**config.mk**
```make
export PLATFORM = sky130hd
export DESIGN_NAME = sat_sum_pipe
export DESIGN_NICKNAME = d
export VERILOG_FILES = /design/src/rtl/sat_sum_pipe.sv
export SDC_FILE = /design/constraint.sdc
export NUM_CORES = 1
export LEC_CHECK = 0
export CAP_MARGIN = 20
export CORE_MARGIN = 5
export CORE_UTILIZATION = 35
export DETAILED_ROUTE_END_ITERATION = 6
export GPL_TIMING_DRIVEN = 0
export PLACE_DENSITY = 0.57
export SYNTH_ARGS = -nofsm -noshare
export SYNTH_HDL_FRONTEND = slang
export SYNTH_SLANG_ARGS = --single-unit
```
**constraint.sdc**
```tcl
create_clock -name clk -period 4.2 [get_ports clk]
set_input_delay 1.26 -clock clk [delete_from_list [all_inputs] [get_ports clk]]
set_output_delay 1.26 -clock clk [all_outputs]
set_load 0.1 [all_outputs]
```
**src/rtl/sat_sum_pipe.sv**
```systemverilog
// Two-stage fixed-point saturating adder/accumulator: S1 aligns both operands to the
// output format, S2 sums, narrows (saturate or wrap) and keeps sticky saturation stats.
module sat_sum_pipe #(
  parameter int IN1_W  = 22,
  parameter int IN1_FL = 14,
  parameter int IN2_W  = 39,
  parameter int IN2_FL = 28,
  parameter int OUT_W  = 36,
  parameter int OUT_FL = 27,
  parameter int SAT_EN = 1,
  parameter int CNT_W  = 16
) (
  input  logic             clk,
  input  logic             reset_n,
  input  logic             clk_enable,
  input  logic             in_valid,
  input  logic             mode,
  input  logic             acc_clr,
  input  logic             cnt_clr,
  input  logic [IN1_W-1:0] In1,
  input  logic [IN2_W-1:0] In2,
  output logic [OUT_W-1:0] Out1,
  output logic             out_valid,
  output logic             sat_flag,
  output logic             sat_sticky,
  output logic [CNT_W-1:0] sat_count
);

  localparam int D1 = IN1_FL - OUT_FL;
  localparam int R1 = (D1 > 0) ? D1 : 0;
  localparam int L1 = (D1 < 0) ? -D1 : 0;
  localparam int A1 = (D1 > 0) ? IN1_W + 1 : IN1_W + L1;
  localparam int B1 = (R1 == 0) ? 0 : ((R1 - 1 < IN1_W) ? R1 - 1 : IN1_W - 1);

  localparam int D2 = IN2_FL - OUT_FL;
  localparam int R2 = (D2 > 0) ? D2 : 0;
  localparam int L2 = (D2 < 0) ? -D2 : 0;
  localparam int A2 = (D2 > 0) ? IN2_W + 1 : IN2_W + L2;
  localparam int B2 = (R2 == 0) ? 0 : ((R2 - 1 < IN2_W) ? R2 - 1 : IN2_W - 1);

  // Sum must also hold the OUT_W-wide accumulator feedback plus one carry bit.
  localparam int AM = (A1 > A2) ? A1 : A2;
  localparam int SW = ((AM > OUT_W) ? AM : OUT_W) + 1;

  logic signed [A1-1:0] ext1, al1;
  logic signed [A2-1:0] ext2, al2;
  logic                 rnd1, rnd2;

  // Round half-up: after the arithmetic shift, add back the last bit shifted out.
  always_comb begin
    ext1 = A1'($signed(In1));
    ext2 = A2'($signed(In2));
    rnd1 = (R1 > 0) ? In1[B1] : 1'b0;
    rnd2 = (R2 > 0) ? In2[B2] : 1'b0;
    al1  = ((ext1 <<< L1) >>> R1) + $signed({{(A1-1){1'b0}}, rnd1});
    al2  = ((ext2 <<< L2) >>> R2) + $signed({{(A2-1){1'b0}}, rnd2});
  end

  logic                 s1_valid_q, s1_mode_q, s1_clr_q;
  logic signed [A1-1:0] s1_a1_q;
  logic signed [A2-1:0] s1_a2_q;

  always_ff @(posedge clk or negedge reset_n) begin
    if (!reset_n) begin
      s1_valid_q <= 1'b0;
      s1_mode_q  <= 1'b0;
      s1_clr_q   <= 1'b0;
      s1_a1_q    <= '0;
      s1_a2_q    <= '0;
    end else if (clk_enable) begin
      s1_valid_q <= in_valid;
      if (in_valid) begin
        s1_mode_q <= mode;
        s1_clr_q  <= acc_clr;
        s1_a1_q   <= al1;
        s1_a2_q   <= al2;
      end
    end
  end

  logic [OUT_W-1:0]    out1_q;
  logic                out_valid_q, sat_flag_q, sat_sticky_q;
  logic [CNT_W-1:0]    sat_count_q;
  logic signed [SW-1:0] x1, x2, xacc, sum;
  logic [SW-OUT_W:0]   sum_hi;
  logic                ovf;
  logic [OUT_W-1:0]    narrowed;

  always_comb begin
    x1   = SW'(s1_a1_q);
    x2   = SW'(s1_a2_q);
    xacc = SW'($signed(out1_q));
    if (!s1_mode_q) begin
      sum = x1 + x2;
    end else if (s1_clr_q) begin
      sum = x1;
    end else begin
      sum = xacc + x1;
    end
    // Fits OUT_W only if every bit from the output sign position upward agrees.
    sum_hi = sum[SW-1:OUT_W-1];
    ovf    = !((&sum_hi) || !(|sum_hi));
    if (ovf && (SAT_EN != 0)) begin
      narrowed = sum[SW-1] ? {1'b1, {(OUT_W-1){1'b0}}} : {1'b0, {(OUT_W-1){1'b1}}};
    end else begin
      narrowed = sum[OUT_W-1:0];
    end
  end

  always_ff @(posedge clk or negedge reset_n) begin
    if (!reset_n) begin
      out1_q       <= '0;
      out_valid_q  <= 1'b0;
      sat_flag_q   <= 1'b0;
      sat_sticky_q <= 1'b0;
      sat_count_q  <= '0;
    end else if (clk_enable) begin
      out_valid_q <= s1_valid_q;
      sat_flag_q  <= s1_valid_q & ovf;
      if (s1_valid_q) begin
        out1_q <= narrowed;
      end
      if (cnt_clr) begin
        sat_count_q  <= '0;
        sat_sticky_q <= 1'b0;
      end else if (s1_valid_q && ovf) begin
        sat_sticky_q <= 1'b1;
        if (!(&sat_count_q)) begin
          sat_count_q <= sat_count_q + CNT_W'(1);
        end
      end
    end
  end

  assign Out1       = out1_q;
  assign out_valid  = out_valid_q;
  assign sat_flag   = sat_flag_q;
  assign sat_sticky = sat_sticky_q;
  assign sat_count  = sat_count_q;

endmodule

```
==> impl_summary.log <==
[metrics] outcome: completed
[metrics] IR Drop Worst-Case VDD: 0.000612 V
[metrics] measured slew at the worst slew-check pin: 1.01 ns
[metrics] areal power density over the cells: between 700 and 800 nW/um2
[metrics] static power due to leakage: between 4 and 5 nW
[metrics] syn avg cell area: 8.46 um2
[metrics] CTS Hold Buffers Added: 0
[metrics] share of layout cells above drive strength 1: 7.18%
[metrics] most instantiated flip-flop cell in the synthesis netlist: sky130_fd_sc_hd__dfrtp_1
[metrics] CTS tree: built
[metrics] Clock Latency Late Sink: 0.42 ns
[metrics] CTS clk-pin slew, worst paths: 0.06 ns
[metrics] Worst Setup Slack, final: 0.230 ns
[metrics] Slew Viols, Final: 0
[metrics] post-route DRC violation count: 0
[metrics] site row count: 58
[metrics] number of different library cells in the post-synthesis netlist: 70
[metrics] buffers inserted during post-CTS setup optimization: 0
[metrics] FFs w/ async S/R, synth: 100%
[metrics] initial core utilization: between 30% and 40%
[metrics] power share of the sequential group: 21.5%
[metrics] Worst Hold Class: flop to flop
[metrics] cell count after synthesis: about 1000
[metrics] Post-Route Skew: 0.0114 ns
[metrics] endpoint arrival time on the critical path: 4.25 ns
[metrics] number of design-rule violations left by the first detailed-router iteration: 543
[metrics] area share of the largest cell type after synthesis: 33.6%
[metrics] Clock Sinks: 119
[metrics] Yosys Warn Count: 0
[metrics] internal power component: 0.00385 W
[metrics] Routed wire per std cell: 17.6 um
[metrics] Inst Count DP: about 1500
[metrics] area of the die: ~29000 um2
[metrics] die boundary width: 169 um
[metrics] fraction of power spent switching nets: 52.4%
[metrics] crit path max fanout: 4
[metrics] critical path capture point type: flop
[metrics] Synth top cells by count: 128 x sky130_fd_sc_hd__nand2_1, 119 x sky130_fd_sc_hd__dfrtp_1, 91 x sky130_fd_sc_hd__o21ai_0, 82 x sky130_fd_sc_hd__a21oi_1, 59 x sky130_fd_sc_hd__nor2_1
[metrics] Overall Power: 0.00809 W
[metrics] accumulated negative setup slack: 0 ns
[metrics] count of flip-flops with a built-in enable after synthesis: 0
[metrics] dominant cells by area after synthesis: sky130_fd_sc_hd__dfrtp_1 34%, sky130_fd_sc_hd__ha_1 7.3%, sky130_fd_sc_hd__nand2_1 5.4%
[metrics] half-perimeter wire length after detailed placement: ~21000 um
[metrics] number of maximum-capacitance constraint violations: 0
[metrics] maximum clock path buffer count: 2
[metrics] number of buffers inserted during clock tree synthesis: 17
[metrics] signed area change from the synthesized netlist to the final layout: 25.1%
[metrics] ant diodes: 0
[metrics] count leader, synth: sky130_fd_sc_hd__nand2_1
[metrics] synthesized net count: 1169
[metrics] count of boundary I/O pins: 123
[metrics] area inside the core boundary: 25000 um2
[metrics] first-pass GRT wire length: 43100 um
[metrics] portion of the clock cycle consumed by the worst path in the final layout: approximately 95%
[metrics] portion of the post-synthesis area used by sequential elements: 33.6%
[metrics] Routability Congestion: 0.895
[metrics] maximum number of pins on one net before global-route repair: 65
[metrics] cell chosen for the clock root: sky130_fd_sc_hd__clkbuf_16
[metrics] count of fill cells added during filler insertion: 2482
[metrics] final count of hold timing violations: 0
[metrics] initial antenna violation count: 0
[metrics] final setup violation count: 0
[metrics] routed via count divided by cell count: 5.31
[metrics] Netlist Area Pre-Place: 8850 um2
[metrics] end-of-flow core utilization: 44.3%
[metrics] worst-case setup slack after placement: -0.355 ns
[metrics] DRT antenna net count: 0
[metrics] count of placed standard cells in the final layout, fillers left out: 1527
[metrics] vias after detailed routing: roughly 8100
[metrics] category of the worst setup path launch point: primary input
[metrics] number of search-and-repair iterations in the first detailed-routing pass: 5
[metrics] Clock power frac: 18.1%
[metrics] H-tree depth: 4
[metrics] GRT overflow: 0
[metrics] via count of the first global-routing pass: 7960
[metrics] Gate power share: approximately 60%
[metrics] overall fraction of global-route tracks in use: about a fifth
[metrics] net load switching power: about 0.0042 W
[metrics] NumNets Final: between 1000 and 1500
[metrics] number of buffers added on ports: 120
[metrics] minimum period implied by the final worst setup slack: 3.97 ns
[metrics] critical setup path kind: primary input to flop
[metrics] highest clock rate: 252 MHz
[metrics] worst relative slew slack: 32.3%
[metrics] Die H: approximately 170 um
[metrics] total wirelength of the detailed-routed design: 26900 um
[metrics] #FFs+latches synth: 119
[metrics] required time reported for the critical path endpoint: 4.48 ns
[metrics] cell type with the highest aggregate area in the netlist: sky130_fd_sc_hd__dfrtp_1
-- layer usage --
| layer | global-route usage, % | vias to the layer above | routed length [um] |
|---|---|---|---|
| met5 | 0 | - | 0 |
| met4 | 4.94 | 0 | 366 |
| met3 | 4.81 | 24 | 1940 |
| met2 | 28.4 | 225 | 11400 |
| met1 | 26.9 | 3779 | 13100 |
| li1 | - | 4084 | - |
-- sequential cells by signal, indices dropped and copies added, names as in the netlist --
name,cells
Out1,36
out_valid,1
s1_a1_q,22
s1_a2_q,39
s1_clr_q,1
s1_mode_q,1
s1_valid_q,1
sat_count,16
sat_flag,1
sat_sticky,1
-- power by group through the flow --
| stage | combinational, W | sequential [W] | clock, W |
|---|---|---|---|
| after floorplan | 0.00218 | 0.00318 | 0 |
| after global placement | 0.00483 | 0.00176 | 0 |
| after detailed placement | 0.00485 | 0.00176 | 0 |
| after CTS | 0.00487 | 0.00174 | 0.00149 |
| after global routing | 0.00526 | 0.00179 | 0.00155 |
| final | 0.00489 | 0.00174 | 0.00147 |
-- path summary, 6_finish.rpt --
| path | from | to | slack, ns | cells after the start |
|---|---|---|---|---|
| setup reg to reg | s1_a1_q[17] | Out1[30] | 0.26 | 11 |
| hold / removal | s1_a2_q[2] | s1_a2_q[2] | 0.48 | 2 |
| setup / recovery | In2[0] | s1_a2_q[36] | 0.23 | 13 |
| hold reg to reg | s1_a2_q[2] | s1_a2_q[2] | 0.48 | 2 |
| min in group asynchronous | reset_n | s1_a2_q[14] | 0.79 | 1 |
| max in group asynchronous | reset_n | Out1[33] | 2.67 | 2 |
-- area by class of cell --
class	count	area, um2	share of cell area [%]
inverters	40	150	1.36
well taps	330	413	3.73
clock buffers	18	429	3.87
plain buffers	51	211	1.91
clock inverters	13	150	1.36
multi-input cells	835	5520	49.8
repair buffers	121	1230	11.1
flip-flops and latches	119	2980	26.9
-- worst max-delay path, cell delays in order --
cell                              delay (ns)
sky130_fd_sc_hd__clkdlybuf4s50_1        0.46
sky130_fd_sc_hd__ha_1                   0.17
sky130_fd_sc_hd__ha_1                   0.22
sky130_fd_sc_hd__nand2_1                0.11
sky130_fd_sc_hd__nor3_2                 0.34
sky130_fd_sc_hd__nand2_1                0.17
sky130_fd_sc_hd__nor3_1                 0.41
sky130_fd_sc_hd__and2_1                 0.21
sky130_fd_sc_hd__nor2b_1                0.25
sky130_fd_sc_hd__nand4_1                0.25
sky130_fd_sc_hd__nor2_1                 0.19
sky130_fd_sc_hd__xnor2_1                0.13
sky130_fd_sc_hd__o21ai_0                0.08
-- cells by family (layout without fill, tap and decap cells) --
kind of cell / Yosys count / after routing / share of synthesized area (%)
xor gates and xnor gates: 67 / 67 / 6.63
adders and majority gates: 54 / 54 / 7.80
muxes: 48 / 48 / 5.88
AOI/OAI and AO/OA: 323 / 323 / 23.2
buffers and inverters: 93 / 243 / 4.15
and+or+nand+nor: 343 / 343 / 18.7
DFF: 119 / 119 / 33.6
-- timing repair --
| action | 4_1_cts | 5_1_grt |
|---|---|---|
| hold endpoints to repair | 0 | 0 |
| gates resized for setup | 0 | 5 |
| setup endpoints to repair | 1 | 34 |
-- cell usage in the layout (no fill, tap or decap), types with 12 or more instances in the layout --
master | synthesis | final
sky130_fd_sc_hd__nand2_1 | 128 | 128
sky130_fd_sc_hd__clkdlybuf4s50_1 | 0 | 119
sky130_fd_sc_hd__or3_1 | 12 | 12
sky130_fd_sc_hd__nand3_1 | 40 | 40
sky130_fd_sc_hd__o21ai_0 | 91 | 91
sky130_fd_sc_hd__nor3_1 | 13 | 12
sky130_fd_sc_hd__a21o_1 | 23 | 23
sky130_fd_sc_hd__xnor2_1 | 33 | 33
sky130_fd_sc_hd__o211ai_1 | 27 | 27
sky130_fd_sc_hd__a21oi_1 | 82 | 82
sky130_fd_sc_hd__and3_1 | 21 | 20
sky130_fd_sc_hd__mux2i_1 | 19 | 19
sky130_fd_sc_hd__nor2_1 | 59 | 58
sky130_fd_sc_hd__nor2b_1 | 19 | 19
sky130_fd_sc_hd__xor2_1 | 34 | 34
sky130_fd_sc_hd__clkbuf_1 | 45 | 43
sky130_fd_sc_hd__nand4_1 | 16 | 16
sky130_fd_sc_hd__inv_1 | 40 | 40
sky130_fd_sc_hd__mux2_2 | 28 | 28
sky130_fd_sc_hd__dfrtp_1 | 119 | 119
sky130_fd_sc_hd__ha_1 | 52 | 52
sky130_fd_sc_hd__clkbuf_16 | 0 | 17
-- per-stage QoR --
| step | cell area (um2) | hold WS, ns |
|---|---|---|
| 3_5_place_dp | 10500 | 0.470 |
| 3_3_place_gp | 10500 | 0.467 |
| 6_report | 11100 | 0.480 |
| 5_1_grt | 11100 | 0.509 |
| 2_1_floorplan | 8850 | 0.450 |
| 4_1_cts | 11100 | 0.485 |
(Power assumes the default switching activity.)
